File: config.mk
export PLATFORM = sky130hd
export DESIGN_NAME = demux12
export DESIGN_NICKNAME = d
export VERILOG_FILES = /design/src/rtl/demux_pkg.sv /design/src/rtl/demux12_push_counter.sv /design/src/rtl/demux12.sv
export SDC_FILE = /design/constraint.sdc
export NUM_CORES = 1
export LEC_CHECK = 0
export BUFFER_PORTS_ARGS = -buffer_cell sky130_fd_sc_hd__clkbuf_2
export CAP_MARGIN = 30
export CORE_MARGIN = 5
export CORE_UTILIZATION = 47
export DETAILED_ROUTE_END_ITERATION = 8
export PLACE_DENSITY_LB_ADDON = 0.15
export SETUP_SLACK_MARGIN = 0.1
export SLEW_MARGIN = 30
export SYNTH_ARGS = -nofsm -noshare
export SYNTH_HDL_FRONTEND = slang
export SYNTH_SLANG_ARGS = --single-unit
File: constraint.sdc
create_clock -name clk -period 1.4 [get_ports clk]
set_input_delay 0.21 -clock clk [delete_from_list [all_inputs] [get_ports clk]]
set_output_delay 0.21 -clock clk [all_outputs]
set_load 0.01 [all_outputs]
File: src/rtl/demux_pkg.sv
// Shared parameters and FSM state type for the two-way egress demultiplexer.
package demux_pkg;
   localparam int DATA_W_DEF  = 10;
   localparam int SEL_BIT_DEF = 9;
   localparam int CNT_W_DEF   = 8;

   typedef enum logic [1:0] {
      ST_INIT = 2'b00,
      ST_PASS = 2'b01,
      ST_HOLD = 2'b10
   } state_t;
endpackage

File: src/rtl/demux12_push_counter.sv
// Wrapping push counter: increments once per cycle while en is high, wraps silently.
module push_counter #(
   parameter int CNT_W = 8
) (
   input  logic             clk,
   input  logic             reset,
   input  logic             en,
   output logic [CNT_W-1:0] cnt
);
   logic [CNT_W-1:0] cnt_q;

   always_ff @(posedge clk or negedge reset) begin
      if (!reset) begin
         cnt_q <= '0;
      end else if (en) begin
         cnt_q <= cnt_q + CNT_W'(1);
      end
   end

   assign cnt = cnt_q;
endmodule

File: src/rtl/demux12.sv
// Steers each accepted word to FIFO 0 or 1 by its selector bit; a word blocked by a full
// destination parks in a one-entry hold register while in_ready is dropped.
module demux12
   import demux_pkg::*;
#(
   parameter int DATA_W  = DATA_W_DEF,
   parameter int SEL_BIT = SEL_BIT_DEF,
   parameter int CNT_W   = CNT_W_DEF
) (
   input  logic              clk,
   input  logic              reset,
   input  logic [DATA_W-1:0] in,
   input  logic              in_valid,
   output logic              in_ready,
   input  logic              full0,
   input  logic              full1,
   output logic [DATA_W-1:0] out0,
   output logic              push0,
   output logic [DATA_W-1:0] out1,
   output logic              push1,
   output logic [CNT_W-1:0]  cnt0,
   output logic [CNT_W-1:0]  cnt1
);
   state_t            state_q;
   logic [DATA_W-1:0] hold_q;
   logic              hold_dest_q;
   logic              in_ready_q;
   logic [DATA_W-1:0] out0_q, out1_q;
   logic              push0_q, push1_q;

   logic              in_dest;
   logic              in_full;
   logic              hold_full;
   logic              push0_d, push1_d;

   // Only the selected destination's full flag matters; the other one is ignored.
   always_comb begin
      in_dest   = in[SEL_BIT];
      in_full   = in_dest ? full1 : full0;
      hold_full = hold_dest_q ? full1 : full0;
      push0_d   = 1'b0;
      push1_d   = 1'b0;
      if (state_q == ST_PASS && in_valid && !in_full) begin
         push0_d = !in_dest;
         push1_d = in_dest;
      end else if (state_q == ST_HOLD && !hold_full) begin
         push0_d = !hold_dest_q;
         push1_d = hold_dest_q;
      end
   end

   always_ff @(posedge clk or negedge reset) begin
      if (!reset) begin
         state_q     <= ST_INIT;
         hold_q      <= '0;
         hold_dest_q <= 1'b0;
         in_ready_q  <= 1'b0;
         out0_q      <= '0;
         out1_q      <= '0;
         push0_q     <= 1'b0;
         push1_q     <= 1'b0;
      end else begin
         push0_q <= push0_d;
         push1_q <= push1_d;
         case (state_q)
            ST_INIT: begin
               state_q    <= ST_PASS;
               in_ready_q <= 1'b1;
            end
            ST_PASS: begin
               if (in_valid) begin
                  if (in_full) begin
                     state_q     <= ST_HOLD;
                     hold_q      <= in;
                     hold_dest_q <= in_dest;
                     in_ready_q  <= 1'b0;
                  end else if (in_dest) begin
                     out1_q <= in;
                  end else begin
                     out0_q <= in;
                  end
               end
            end
            ST_HOLD: begin
               // in_ready was low this cycle, so no new word competes with the retry.
               if (!hold_full) begin
                  state_q    <= ST_PASS;
                  in_ready_q <= 1'b1;
                  if (hold_dest_q) begin
                     out1_q <= hold_q;
                  end else begin
                     out0_q <= hold_q;
                  end
               end
            end
            default: begin
               state_q    <= ST_INIT;
               in_ready_q <= 1'b0;
            end
         endcase
      end
   end

   push_counter #(.CNT_W(CNT_W)) u_cnt0 (
      .clk   (clk),
      .reset (reset),
      .en    (push0_d),
      .cnt   (cnt0)
   );

   push_counter #(.CNT_W(CNT_W)) u_cnt1 (
      .clk   (clk),
      .reset (reset),
      .en    (push1_d),
      .cnt   (cnt1)
   );

   assign in_ready = in_ready_q;
   assign out0     = out0_q;
   assign out1     = out1_q;
   assign push0    = push0_q;
   assign push1    = push1_q;
endmodule

# [Word level (Yosys, flattened, before mapping)]
# Cells that the tools add are included.
[totals] in_bits=15 wordCells=61 output_inout_bits=39 ff_bits=52
[op_classes] n_reduce_logical=13 add_sub_neg=2 n_eq_ne=10 n_mux=26
[op_table] op="2-to-1 mux 10 bit" count=10
[op_table] op="case mux 10 bit (2 select lines)" count=2
[op_table] op="adder 8 x 1 -> 8 bit (second input constant)" count=2
[op_table] op="inequality test 2 bit (second input constant)" count=8
[op_table] op="AND reduction 6 bit" count=2
[op_table] op="2-to-1 mux 1 bit" count=9
[op_table] op="2-to-1 mux 2 bit" count=3
[op_table] op="case mux 2 bit (3 select lines)" count=1
[op_table] op="AND reduction 3 bit" count=2
[op_table] op="zero test 1 bit" count=4
[op_table] op="logical AND 1 bit" count=3
[op_table] op="case mux 1 bit (3 select lines)" count=1
[op_table] op="== test 2 x 1 -> 1 bit (second input constant)" count=1
[op_table] op="== test 2 bit (second input constant)" count=1
[op_table] op="zero test 2 bit" count=1
[op_table] op="nonzero test 2 bit" count=1

# [Longest topological paths before layout]
[logic_depth] word_depth=5 depth_mapped=6

# [By module]
# A second synthesis with hierarchy kept.
[unflattened] cells_unflattened=166 area_unflattened_um2=2155.8
[modules_own_cells] mod="demux12" cells_each=114 instances=1 area_per_inst_um2=1480.2
[modules_own_cells] mod="push_counter" cells_each=26 instances=2 area_per_inst_um2=337.8

# [Worst setup path after synthesis]
# No wires, ideal clock.
[synth_timing] path_kind="register -> register" startpoint="reg state_q[0]" endpoint="reg u_cnt0.cnt_q[1] (netlist: u_cnt0.cnt[1])" arrival_time_ps=1433 path_slack_ps=-158 setup_time_ps=125 path_stages_with_launch=5 synth_period_minus_slack_ps=1558 path_cell_list="dfrtp_1 > buf_2 > or3b_4 > a21oi_4 > mux2_2"
[synth_between] elab_chain_cells=4 elab_cells_between_ends=7 classes_between="eq/ne: 2; mux: 2; reduce/logical: 3"
[synth_rtl] element="from (decl)" line_no="demux12.sv:24" source="state_t state_q;"
[synth_rtl] element="from (signal assigned)" line_no="demux12.sv:54" source="state_q <= ST_INIT;"
[synth_rtl] element="from (signal assigned)" line_no="demux12.sv:67" source="state_q <= ST_PASS;"
[synth_rtl] element="from (signal assigned)" line_no="demux12.sv:73" source="state_q <= ST_HOLD;"
[synth_rtl] element="== test 2 bit / == test 2 x 1 -> 1 bit (equally long branches)" line_no="demux12.sv:46, demux12.sv:43"
[synth_rtl] element="logical AND 1 bit, on equally long branches" line_no="demux12.sv:46, demux12.sv:43"
[synth_rtl] element="2-to-1 mux 1 bit / logical AND 1 bit (equally long branches)" line_no="demux12.sv:46, demux12.sv:43"
[synth_rtl] element="2-to-1 mux 1 bit *" line_no="demux12.sv:43" source="if (state_q == ST_PASS && in_valid && !in_full) begin"
[synth_rtl] element="to (signal assigned)" line_no="demux12_push_counter.sv:16" source="cnt_q <= cnt_q + CNT_W'(1);"
[synth_rtl] element="to (decl)" line_no="demux12_push_counter.sv:10" source="logic [CNT_W-1:0] cnt_q;"
# Every way passes the cells marked *; elsewhere a longest branch is shown, timed or not.
# A chain may end at the register's enable or synchronous reset.

# [Final worst setup path]
[layout_timing] startpoint="reg state_q[0]" endpoint="reg out1_q[8] (netlist: out1[8])"
[layout_between] elab_chain_cells=3 elab_cells_between_ends=10 classes_between="eq/ne: 7; mux: 1; reduce/logical: 2"
[layout_rtl] element="== test 2 bit / == test 2 x 1 -> 1 bit (equally long branches)" line_no="demux12.sv:65" source="case (state_q)"
[layout_rtl] element="inequality test 2 bit (no source line) / nonzero test 2 bit (equally long branches)"
[layout_rtl] element="AND reduction 6 bit (no source line)"
[layout_rtl] element="to (signal assigned)" line_no="demux12.sv:78" source="out1_q <= in;"
[layout_rtl] element="to (signal assigned)" line_no="demux12.sv:90" source="out1_q <= hold_q;"
[layout_rtl] element="to (decl)" line_no="demux12.sv:28" source="logic [DATA_W-1:0] out0_q, out1_q;"
# Several ways; a longest one is shown, not always the timed one.

==> flow_summary.yaml <==
global_route:
  grt_antenna_before_repair: 0
  grt_util_met1: 0.196
  grt_pass1_vias: 1731
  grt_pass1_wl_mm: 8.17
  grt_usage: 0.169
  overflow: 0
  use_met2: 0.303
  grt_max_degree: 52
  met3_usage: 0.0313
  grt-busiest-layer: "met2"
cts:
  cts_sinks: 51
  insertion_delay_ps: 310
  clk_pin_slew_ps: 100
  cts_buffer_depth: 2
  cts_tree: "done"
  cts_made_buffers: 5
  clockRootBuffer: "clkbuf_8"
  cts_max_level: 2
floorplan:
  die_height_um: 77.7
  rows: 24
  initial_core_util: 0.488
  io_pins: 54
  die_w_um: 77.7
  coreArea_mm2: 0.00441
  die_area_mm2: 0.00604
pwr:
  ir_drop_uv: 1040
  p_leak_nw: 1.46
  cellPowerDensity_mw_per_mm2: 1840
  power_mw: 5.52
sta:
  period_share: 1.13
  fin_tns_setup_ps: -3760
  period_needed_ps: 1590
  rsz0062_at_grt: "true"
  maxSlewHeadroom: 0.804
  skew_ps: 8.27
  layout_setup_ws_ps: -186
  hold_viol_final: 0
  maxSlewViolCount: 0
  worstMarginPinSlew_ps: 286
  max_clock_freq_mhz: 630
  final-setup-viol-count: 37
worst_setup_path:
  critical_path_peak_fanout: 5
  crit_family: "buffers and inverters"
  reg2reg_setup_slack_ps: -190
  path_cells: "buf_4 > nand3b_1 > a21oi_4 > buf_6 > clkbuf_16 > nor2_1 > a21oi_1"
  max_stage_delay_ps: 450
  cp-start-kind: "flop"
  slowest_stage: "dfrtp_2"
  worstSetupPathType: "reg2reg"
  cp.required_ps: 1630
  crit_arrival_ps: 1820
  crit_path_end_kind: "flop"
  critPathBufInv: 3
drt:
  ant_nets: 0
  first_pass_iters: 4
  vias: 1682
  route.detailed.drc: 0
  avgRoutedWirePerCell_um: 17.8
  routed_wl_mm: 5.52
  drt_iter0_drc: 94
  vias_per_cell: 5.43
layout:
  layout_commonest_cell: "clkbuf_2"
  fillCellCount: 351
  diodes: 0
  fin_nets: 274
  drive_above_1_share: 0.465
  syn2layout_area_growth_pct: 39.2
  fin_cells: 310
  final_cell_mix: "clkbuf_2, dfrtp_1, a21oi_1"
synth:
  yosys_register_bits: 51
  synth.avg_cell_area_um2: 12.2
  synthCells: 176
  syn-num-nets: 193
  synth_cell_type_count: 34
  synth_area_mm2: 0.00216
  yosysSeqAreaShare: 0.592
  yosys_warnings: 0
status:
  outcome: "finished, violations left"
  violations: "setup timing"
place:
  hpwl_mm: 3.52
  dp_cells: 289
  place_congestion: 0.825
  io_buffers: 53
worst_hold_path:
  min_path_type: "in2reg"
run:
  cap_violations: 0
per-stage QoR:
stage	util	hold WS (ps)	setup slack [ps]	cell area (um^2)
after floorplan	-	-85.6	-121	2210
after global placement	0.593	220	-165	2620
after detailed placement	0.593	224	-214	2620
after CTS	0.640	139	-140	2820
after global routing	0.680	133	-225	3000
final	0.680	140	-186	3000
cells in the mapped netlist:
| master | count | share of area |
|---|---|---|
| dfrtp_1 | 51 | 0.59 |
| nor2_1 | 21 | 0.037 |
| a21oi_1 | 19 | 0.044 |
| mux2_2 | 13 | 0.068 |
| mux2i_1 | 10 | 0.046 |
| xor2_1 | 8 | 0.033 |
| xnor2_1 | 6 | 0.024 |
| buf_2 | 5 | 0.012 |
| nand2_1 | 5 | 0.0087 |
| nand4_1 | 5 | 0.015 |
| nor2b_1 | 4 | 0.012 |
| and3_1 | 3 | 0.0087 |
| and4b_1 | 2 | 0.0093 |
| ha_1 | 2 | 0.012 |
| nand2b_1 | 2 | 0.0058 |
| nand3_1 | 2 | 0.0046 |
| a21boi_0 | 1 | 0.0035 |
| a21oi_2 | 1 | 0.0041 |
| a21oi_4 | 1 | 0.0075 |
| and2_1 | 1 | 0.0029 |
| and2_4 | 1 | 0.0041 |
| buf_6 | 1 | 0.0052 |
| clkbuf_1 | 1 | 0.0017 |
| nand3b_1 | 1 | 0.0035 |
| nand4b_1 | 1 | 0.0041 |
| nand4bb_1 | 1 | 0.0052 |
| nor3_1 | 1 | 0.0023 |
| nor3_2 | 1 | 0.0046 |
| nor4_1 | 1 | 0.0029 |
| o21bai_1 | 1 | 0.0035 |
| o22ai_1 | 1 | 0.0029 |
| or2_2 | 1 | 0.0029 |
| or2b_1 | 1 | 0.0035 |
| or3b_4 | 1 | 0.0052 |
per-layer routing:
metal / routed length [um] / vias up
met2: 2950 / 42
met4: 89 / 0
met3: 192 / 10
li1: - / 773
met5: 0 / -
met1: 2280 / 857
layout make-up:
class                           instances  area [um^2]  area share
Sequential cell                        51         1280       0.426
Multi-Input combinational cell        119          976       0.325
Clock inverter                          3         26.3     0.00876
Clock buffer                            5         68.8      0.0229
Timing Repair Buffer                   80          586       0.195
Tap cell                               52         65.1      0.0217
logic make-up after synthesis:
kind of cell	synth area share
DFF	0.592
xor gates and xnor gates	0.0569
muxes	0.114
buffers and inverters	0.0186
and+or+nand+nor	0.141
adders and majority gates	0.0116
AOI/OAI and AO/OA	0.0656
state kept, by name (all words and copies together) (netlist names):
| name | count |
|---|---|
| out0 | 10 |
| push1 | 1 |
| in_ready | 1 |
| out1 | 10 |
| hold_q | 10 |
| push0 | 1 |
| u_cnt1.cnt | 8 |
| state_q | 2 |
| u_cnt0.cnt | 8 |
worst reg2reg max path, delay by kind of cell, from the launching register on:
kind | cells | cell delay, ps
flip-flops | 1 | 450
buffers and inverters | 3 | 470
AO/OA/AOI/OAI | 2 | 330
AND/OR/NAND/NOR | 2 | 270
path summary, 6_finish.rpt:
path / depth (start not counted) / from / endpoint
max in group asynchronous: 3 / reset / state_q[1]
hold / removal: 2 / in[2] / hold_q[2]
setup / recovery: 7 / state_q[0] / out1[8]
hold reg to reg: 1 / u_cnt0.cnt[7] / u_cnt0.cnt[7]
min in group asynchronous: 3 / reset / hold_q[9]
setup reg to reg: 7 / state_q[0] / out1[8]
power breakdown:
group	switching, mW	total, mW	internal (mW)	leakage, nW
Clock	0.529	0.898	0.369	0.0491
Combinational	1.02	2.16	1.14	0.802
Sequential	0.436	2.47	2.03	0.606
Total	1.99	5.52	3.53	1.46
timing repair:
item | 4_1_cts | 5_1_grt
hold buffers | 1 | 0
gates resized for setup | 12 | 19
setup buffers | 4 | 4
pin swaps | 12 | 12
gates cloned | 1 | 3
hold endpoints to repair | 51 | 0
endpoints found under the setup margin | 49 | 48
Power figures use the tool's default switching activity.
